## src/rtl/writeback_arbiter.sv

```systemverilog
// Round-robin writeback arbiter: picks one completed execution-unit result per cycle
// and registers it toward the register file write port. WB_ARB_PERF_COUNTERS_EN adds wb_conflict_count.
module writeback_arbiter #(
  parameter int NUM_UNITS = 4,
  parameter int XLEN      = 32,
  parameter int ID_W      = 2
) (
  input  logic                      clk,
  input  logic                      rst,
  input  logic [NUM_UNITS-1:0]      unit_done,
  input  logic [NUM_UNITS*5-1:0]    unit_rd_addr,
  input  logic [NUM_UNITS*XLEN-1:0] unit_rd_data,
  input  logic [NUM_UNITS*ID_W-1:0] unit_id,
  output logic [NUM_UNITS-1:0]      unit_ack,
  output logic                      wb_valid_write,
  output logic [4:0]                wb_rd_addr,
  output logic [XLEN-1:0]           wb_rd_data,
  output logic [ID_W-1:0]           wb_id
`ifdef WB_ARB_PERF_COUNTERS_EN
  ,
  output logic [31:0]               wb_conflict_count
`endif
);

  localparam int PTR_W = $clog2(NUM_UNITS);

  // Handshake: unit i holds unit_done[i] and its fields stable until it sees
  // unit_ack[i] high in the same cycle; the transfer happens on that clock edge.

  logic [PTR_W-1:0]     r_rr_ptr;
  logic                 r_wb_valid;
  logic [4:0]           r_wb_rd_addr;
  logic [XLEN-1:0]      r_wb_rd_data;
  logic [ID_W-1:0]      r_wb_id;

  int                   w_scan_idx;
  logic                 w_grant_any;
  logic [PTR_W-1:0]     w_grant_idx;
  logic                 w_accept;
  logic [NUM_UNITS-1:0] w_grant_oh;
  logic [PTR_W-1:0]     w_next_ptr;
  logic [4:0]           w_sel_addr;
  logic [XLEN-1:0]      w_sel_data;
  logic [ID_W-1:0]      w_sel_id;
  logic                 w_sel_nonzero;

  // Scan units starting at r_rr_ptr, wrapping, and take the first requester.
  always_comb begin
    w_scan_idx  = 0;
    w_grant_any = 1'b0;
    w_grant_idx = '0;
    for (int k = 0; k < NUM_UNITS; k++) begin
      w_scan_idx = int'(r_rr_ptr) + k;
      if (w_scan_idx >= NUM_UNITS) begin
        w_scan_idx = w_scan_idx - NUM_UNITS;
      end
      if (!w_grant_any && unit_done[w_scan_idx]) begin
        w_grant_any = 1'b1;
        w_grant_idx = PTR_W'(w_scan_idx);
      end
    end
  end

  always_comb begin
    w_accept   = w_grant_any && !rst;
    w_grant_oh = '0;
    if (w_accept) begin
      w_grant_oh = NUM_UNITS'(1) << w_grant_idx;
    end
  end

  always_comb begin
    if (w_grant_idx == PTR_W'(NUM_UNITS - 1)) begin
      w_next_ptr = '0;
    end else begin
      w_next_ptr = w_grant_idx + PTR_W'(1);
    end
  end

  always_comb begin
    w_sel_addr    = unit_rd_addr[int'(w_grant_idx)*5 +: 5];
    w_sel_data    = unit_rd_data[int'(w_grant_idx)*XLEN +: XLEN];
    w_sel_id      = unit_id[int'(w_grant_idx)*ID_W +: ID_W];
    w_sel_nonzero = (w_sel_addr != 5'd0);
  end

  always_ff @(posedge clk) begin
    if (rst) begin
      r_rr_ptr <= '0;
    end else if (w_accept) begin
      r_rr_ptr <= w_next_ptr;
    end
  end

  // x0 completions are acked and advance the pointer but never reach the register file.
  always_ff @(posedge clk) begin
    if (rst) begin
      r_wb_valid   <= 1'b0;
      r_wb_rd_addr <= '0;
      r_wb_rd_data <= '0;
      r_wb_id      <= '0;
    end else begin
      r_wb_valid <= w_accept && w_sel_nonzero;
      if (w_accept && w_sel_nonzero) begin
        r_wb_rd_addr <= w_sel_addr;
        r_wb_rd_data <= w_sel_data;
        r_wb_id      <= w_sel_id;
      end
    end
  end

  assign unit_ack       = w_grant_oh;
  assign wb_valid_write = r_wb_valid;
  assign wb_rd_addr     = r_wb_rd_addr;
  assign wb_rd_data     = r_wb_rd_data;
  assign wb_id          = r_wb_id;

`ifdef WB_ARB_PERF_COUNTERS_EN
  logic [31:0] r_conflict_cnt;
  logic        w_multi_req;

  // Clearing the lowest set bit leaves something only when two or more bits are set.
  assign w_multi_req = |(unit_done & (unit_done - NUM_UNITS'(1)));

  always_ff @(posedge clk) begin
    if (rst) begin
      r_conflict_cnt <= '0;
    end else if (w_multi_req && (r_conflict_cnt != 32'hFFFF_FFFF)) begin
      r_conflict_cnt <= r_conflict_cnt + 32'd1;
    end
  end

  assign wb_conflict_count = r_conflict_cnt;
`endif

endmodule

```

## config.mk

```make
export PLATFORM = sky130hd
export DESIGN_NAME = writeback_arbiter
export DESIGN_NICKNAME = d
export VERILOG_FILES = /design/src/rtl/writeback_arbiter.sv
export SDC_FILE = /design/constraint.sdc
export NUM_CORES = 1
export LEC_CHECK = 0
export CAP_MARGIN = 40
export CORE_MARGIN = 1
export CORE_UTILIZATION = 35
export CTS_CLUSTER_DIAMETER = 200
export DETAILED_ROUTE_END_ITERATION = 10
export PLACE_DENSITY = 0.75
export SKIP_LAST_GASP = 1
export SLEW_MARGIN = 15
export SYNTH_ARGS = -nofsm -noshare
export SYNTH_HDL_FRONTEND = slang
export SYNTH_SLANG_ARGS = --single-unit
```

## constraint.sdc

```tcl
create_clock -name clk -period 2.2 [get_ports clk]
set_input_delay 0.22 -clock clk [delete_from_list [all_inputs] [get_ports clk]]
set_output_delay 0.22 -clock clk [all_outputs]
set_load 0.02 [all_outputs]
```

==> impl_metrics.tcl, run 1 <==
set metrics [dict create \
    path_common_cell "buf_4" \
    worst_setup_path_start_kind "flip-flop" \
    ir_worst_vdd_v 0.000418 \
    detail_route.wl_per_cell_um 17.7 \
    critical_path.reg2reg.endpoint "wb_rd_addr[3]$_SDFFE_PP0P_" \
    worst_slack_ns -0.376 \
    crit_start "r_rr_ptr[0]$_SDFFE_PP0P_" \
    postSynth.topFlopCell "dfxtp_1" \
    placed_cell_area_mm2 0.00627 \
    core_area_mm2 0.0104 \
    worstReg2RegStart "r_rr_ptr[0]$_SDFFE_PP0P_" \
    ctsHoldBuffers 0 \
    crit_chain "nor2b_4, buf_4, a211o_4, nand3_2, nand3_2, a222oi_1, buf_4, buf_4, buf_16, nand2_1, a311oi_2" \
    failed_checks "setup timing" \
    worst_ep_arrival_time_ns 2.77 \
    synth_area_mm2 0.00379 \
    post-dp-hpwl_um 11000 \
    placer_congestion_estimate 0.862 \
    nNetsFinal 914 \
    final.setup_skew_ns 0.0174 \
    setup_viol 41 \
    clk_transition_reported_paths_ns 0.10 \
    power_density_mw_per_mm2 774 \
    critical_path.slowest_cell "a222oi_1" \
    critical_path.max_stage_delay_ns 0.40 \
    worst_pin_slew_ns 0.431 \
    starting_density 0.364 \
    share_of_final_layout_standard_cells_stronger_than_drive_strength_1 0.155 \
    unrepaired_setup_endpoints_after_global_routing "true" \
    finalWirelength_um 15600 \
    critical_path.endpoint "wb_rd_addr[3]$_SDFFE_PP0P_" \
    hp-class "input pin to flip-flop" \
    h-tree-depth 2 \
    design.die.area_mm2 0.0113 \
    grt_remaining_overflow 0 \
    synth_cell_type_count 35 \
    critPathMaxFanout 16 \
    antenna_found_initial 0 \
    firstDrtPassIters 5 \
    post_drt_via_cell_ratio 5.75 \
    timing.final.max_slew_violations 0 \
    fillerInstances 868 \
    chipHeight_um 106 \
    buffer_ports.inserted 205 \
    maxClockFrequency_ghz 0.388 \
    timing.critical_path.to_type "flip-flop" \
    commonest_non_fill_non_tap_cell_in_the_layout "clkdlybuf4s50_1" \
    synth.ff_latch_count 42 \
    number_of_global_route_vias_before_repair 4930 \
    max_cap_violations 0 \
    clock_tree_from_tritoncts "done" \
    worst_setup_slack_before_clock_tree_synthesis_ns -0.766 \
    reg2regPathDepth 11 \
    synth-edff-count 0 \
    drt-initial-drc-count 235 \
    drc_errors 0 \
    critPathRequiredTime_ns 2.39 \
    die_w_um 106 \
    total_power_uw 5240 \
    max-clock-path-buffers 2 \
    syn-instance-count 525 \
    ant_nets 0 \
    grt_max_degree 42 \
    layout-area-overhead-vs-synth_pct 78.4 \
    grt_util_all_layers 0.267 \
    hold_depth 4 \
    leakage_power_uw 0.00285 \
    clock_sink_count 42 \
    leading_cell_types_in_the_layout_fill_and_taps_excluded "196 x clkdlybuf4s50_1, 74 x nand2_1, 51 x buf_4, 40 x dfxtp_1, 37 x o21ai_0" \
    avgSynthCellArea_um2 7.22 \
    multiInputGateArea_mm2 0.00289 \
    seqCellArea_um2 848 \
    synth-seq-area-share 0.222 \
    r2r_setup_slack_ns -0.38 \
    ys.warnings.count 0 \
    outcome "complete, but fails checks" \
    vias 5085 \
    cts_made_buffers 5 \
    hold_ws_ns 0.411 \
    worst_slew_margin_rel 0.712 \
    ioPinCount 206 \
    grt_pass1_wl_um 24400 \
    cts_root_buf "clkbuf_8" \
    final.period_utilization 1.17 \
    rows 37 \
    fin_area_mm2 0.00676 \
    fin_crit_ns 2.58 \
    synth_net_count 691 \
    finalHoldViolCount 0 \
    clock_insertion_delay_worst_skew_ns 0.31 \
    num_antenna_cells 0 \
    type_of_the_setup_path_with_the_least_slack "flip-flop to flip-flop" \
    synth_async_sr_flop_share 0 \
]
[final cells by class]
class                   instances  share of cell area
multi-input cells             422               0.427
repair buffers                272               0.405
flip-flops and latches         42               0.125
well taps                     136              0.0252
clock buffers                   5              0.0102
clock inverters                 3             0.00370
inverters                       5             0.00314
[critical path, delay by kind of cell, from the launching register on]
kind                   cells  cell delay [ns]
and+or+nand+nor            4             0.35
DFF                        1             0.39
AOI/OAI and AO/OA          3             1.05
buffers and inverters      4             0.68
[report_power, final]
part	switching (uW)	internal, uW
clock	310	230
combinational	1730	1700
sequential	223	1050
[Yosys cell counts (19+ instances only)]
library cell / number / area share
nand2_1: 76 / 0.075
a211oi_1: 37 / 0.073
nand3_1: 19 / 0.025
nand3b_1: 34 / 0.067
or3_1: 34 / 0.056
clkbuf_1: 40 / 0.040
and3_1: 35 / 0.058
nor2_1: 37 / 0.037
and4b_1: 34 / 0.090
o21ai_0: 43 / 0.057
dfxtp_1: 42 / 0.22
a311o_1: 34 / 0.090
[sequential cells by signal, summed over array words and instances, names as in the netlist]
| register | cells |
|---|---|
| wb_rd_data | 32 |
| wb_rd_addr | 5 |
| r_rr_ptr | 2 |
| wb_id | 2 |
| wb_valid_write | 1 |
[metal layers]
metal  wire (um)  vias to the layer above  global-route usage
li1            -                     2433                   -
met1        6520                     2403               0.324
met2        7610                      216               0.478
met3        1120                       33              0.0497
met4         388                        0              0.0784
met5           0                        -                   0
[cells by family after synthesis]
| family | Yosys count | synth area share |
|---|---|---|
| compound gates | 136 | 0.265 |
| fa+ha+maj | 4 | 0.0132 |
| buf+inv | 62 | 0.0726 |
| flops | 42 | 0.222 |
| simple gates | 281 | 0.427 |
[timing repair]
item | CTS | global route
pin swaps | 32 | 4
resized for setup | 57 | 12
gates cloned | 5 | 1
buffers inserted | 11 | 2
endpoints found under the setup margin | 44 | 44
[worst min-delay path by stage]
| stage | start | end | slack (ns) |
|---|---|---|---|
| 2_1_floorplan | r_rr_ptr[1]$_SDFFE_PP0P_ | r_rr_ptr[1]$_SDFFE_PP0P_ | 0.47 |
| 3_3_place_gp | r_rr_ptr[0]$_SDFFE_PP0P_ | r_rr_ptr[0]$_SDFFE_PP0P_ | 0.50 |
| 3_5_place_dp | r_rr_ptr[0]$_SDFFE_PP0P_ | r_rr_ptr[0]$_SDFFE_PP0P_ | 0.52 |
| 4_1_cts | rst | wb_rd_data[27]$_SDFFE_PP0P_ | 0.41 |
| 5_1_grt | rst | wb_rd_data[27]$_SDFFE_PP0P_ | 0.45 |
| 6_report | rst | wb_rd_data[27]$_SDFFE_PP0P_ | 0.41 |
[per-stage QoR]
stage	setup TNS, ns	utilization	instances
after floorplan	-0.0000613	-	525
after global placement	-27.30	0.602	860
after detailed placement	-30.46	0.602	860
after CTS	-6.90	0.647	884
after global routing	-12.93	0.649	885
final	-9.53	0.649	885
Power figures use the tool's default switching activity.
==> run 2, diff against run 1 <==
CORE_MARGIN = 4   (was 1)
GPL_ROUTABILITY_DRIVEN = 0   (was default)
==> impl_metrics.tcl, run 2 (synthesis gave the netlist of run 1 again) <==
set metrics [dict create \
    outcome "complete, but fails checks" \
    failed_checks "setup timing" \
    layout.core_utilization 0.692 \
    drc_errors 0 \
    final.setup_skew_ns 0.00314 \
    ant_nets 0 \
    reg2regPathDepth 12 \
    drt-initial-drc-count 442 \
    post-dp-hpwl_um 11000 \
    firstDrtPassIters 5 \
    fin_cells 909 \
    setup_viol 44 \
    flip_flop_count_of_the_largest_register_after_layout 32 \
    critPathMaxFanout 8 \
    multiInputGateArea_mm2 0.00285 \
    post_drt_via_cell_ratio 5.80 \
    clock_insertion_delay_worst_skew_ns 0.29 \
    detail_route.wl_per_cell_um 19.5 \
    leading_cell_types_in_the_layout_fill_and_taps_excluded "196 x clkdlybuf4s50_1, 75 x nand2_1, 55 x buf_4, 40 x dfxtp_1, 37 x nor2_1" \
    max_cap_violations 0 \
    die_w_um 112 \
    met3_length_um 1540 \
    crit_start "r_rr_ptr[0]$_SDFFE_PP0P_" \
    r2r_setup_slack_ns -0.37 \
    critical_path.reg2reg.endpoint "wb_rd_data[21]$_SDFFE_PP0P_" \
    grt_remaining_overflow 0 \
    finalWirelength_um 17700 \
    worstReg2RegStart "r_rr_ptr[0]$_SDFFE_PP0P_" \
    worst_pin_slew_ns 0.405 \
    cts_made_buffers 5 \
    vias 5268 \
    ioPinCount 206 \
    maxClockFrequency_ghz 0.388 \
    cts_root_buf "clkbuf_8" \
    fin_crit_ns 2.57 \
    worst_setup_path_start_kind "flip-flop" \
    worst_slew_margin_rel 0.729 \
    starting_density 0.364 \
    type_of_the_setup_path_with_the_least_slack "flip-flop to flip-flop" \
    final.period_utilization 1.17 \
    nNetsFinal 940 \
    hp-class "input pin to flip-flop" \
    max-clock-path-buffers 2 \
    timing.final.max_slew_violations 0 \
    clock_tree_from_tritoncts "done" \
    antenna_found_initial 0 \
    leakage_power_uw 0.00307 \
    top_layer "met4" \
    total_power_uw 5820 \
    critical_path.endpoint "wb_rd_data[21]$_SDFFE_PP0P_" \
    grt_pass1_wl_um 26600 \
    met2_layer_wire_length_in_the_routed_design_um 8670 \
    buffer_ports.inserted 205 \
    timing.critical_path.to_type "flip-flop" \
    critPathRequiredTime_ns 2.38 \
    grt_max_degree 49 \
    unrepaired_setup_endpoints_after_global_routing "true" \
    chipHeight_um 112 \
    layout-area-overhead-vs-synth_pct 90.1 \
    worst_ep_arrival_time_ns 2.75 \
    h-tree-depth 2 \
    finalHoldViolCount 0 \
    share_of_final_layout_standard_cells_stronger_than_drive_strength_1 0.179 \
    clk_transition_reported_paths_ns 0.08 \
    num_antenna_cells 0 \
    worst_setup_slack_before_clock_tree_synthesis_ns -0.833 \
    rows 37 \
    grt_util_all_layers 0.252 \
    ir_worst_vdd_v 0.000409 \
    post-place-cells 863 \
    number_of_global_route_vias_before_repair 5041 \
    seqCellArea_um2 846 \
    clock_sink_count 42 \
    power_density_mw_per_mm2 808 \
    design.die.area_mm2 0.0126 \
    core_area_mm2 0.0104 \
    worst_slack_ns -0.375 \
    fillerInstances 799 \
    m1_wl_um 7290 \
    commonest_non_fill_non_tap_cell_in_the_layout "clkdlybuf4s50_1" \
]
run 2: cell count changes in the layout (fill, tap and decap cells not counted), moves of 3 or more:
cell	delta
buf_12	+10
buf_6	+5
clkbuf_16	+5
buf_4	+4
nor2_1	+3
o21ai_0	-3
run 2: worst max-delay path: stages, from the launching register on:
cell       delay (ns)
dfxtp_4          0.37
nor2b_4          0.16
a211oi_4         0.06
buf_12           0.15
buf_6            0.12
o21ai_0          0.30
nand3_1          0.21
a22oi_4          0.26
buf_12           0.16
buf_4            0.12
clkbuf_16        0.14
o21ai_0          0.09
or3_1            0.31
run 2: through the flow:
step	area, um2	hold WS (ns)	setup TNS (ns)
final	7210	0.225	-12.69
after global routing	7210	0.230	-15.39
after CTS	6930	0.208	-6.83
after detailed placement	6310	0.501	-34.27
after global placement	6310	0.505	-31.52
after floorplan	3830	0.466	-0.0000613
run 2: how the worst min path moves through the flow:
stage	startpoint	to	slack, ns	depth (start not counted)
after floorplan	r_rr_ptr[1]$_SDFFE_PP0P_	r_rr_ptr[1]$_SDFFE_PP0P_	0.47	2
after global placement	r_rr_ptr[0]$_SDFFE_PP0P_	r_rr_ptr[0]$_SDFFE_PP0P_	0.51	2
after detailed placement	r_rr_ptr[0]$_SDFFE_PP0P_	r_rr_ptr[0]$_SDFFE_PP0P_	0.50	2
after CTS	rst	r_rr_ptr[1]$_SDFFE_PP0P_	0.21	2
after global routing	rst	r_rr_ptr[1]$_SDFFE_PP0P_	0.23	2
final	rst	r_rr_ptr[1]$_SDFFE_PP0P_	0.22	2
run 2: where the power goes:
group | internal, uW | switching, uW
Clock | 242 | 258
Combinational | 2150 | 1910
Sequential | 1050 | 220
run 2: area by class of cell:
type / instances / share of cell area
flip-flops and latches: 42 / 0.117
well taps: 136 / 0.0236
inverters: 5 / 0.00399
repair buffers: 299 / 0.448
clock buffers: 6 / 0.0115
multi-input cells: 421 / 0.395
run 2: timing repair:
item | CTS | global route
cloned | 9 | 6
endpoints found under the setup margin | 44 | 44
setup buffers | 18 | 12
hold buffers | 0 | 0
pin swaps | 15 | 22
resized for setup | 69 | 23
run 2: routing by layer:
layer,GRT usage,up-vias
met4,0.0313,0
met5,0,-
li1,-,2482
met1,0.328,2521
met2,0.437,245
met3,0.0615,20
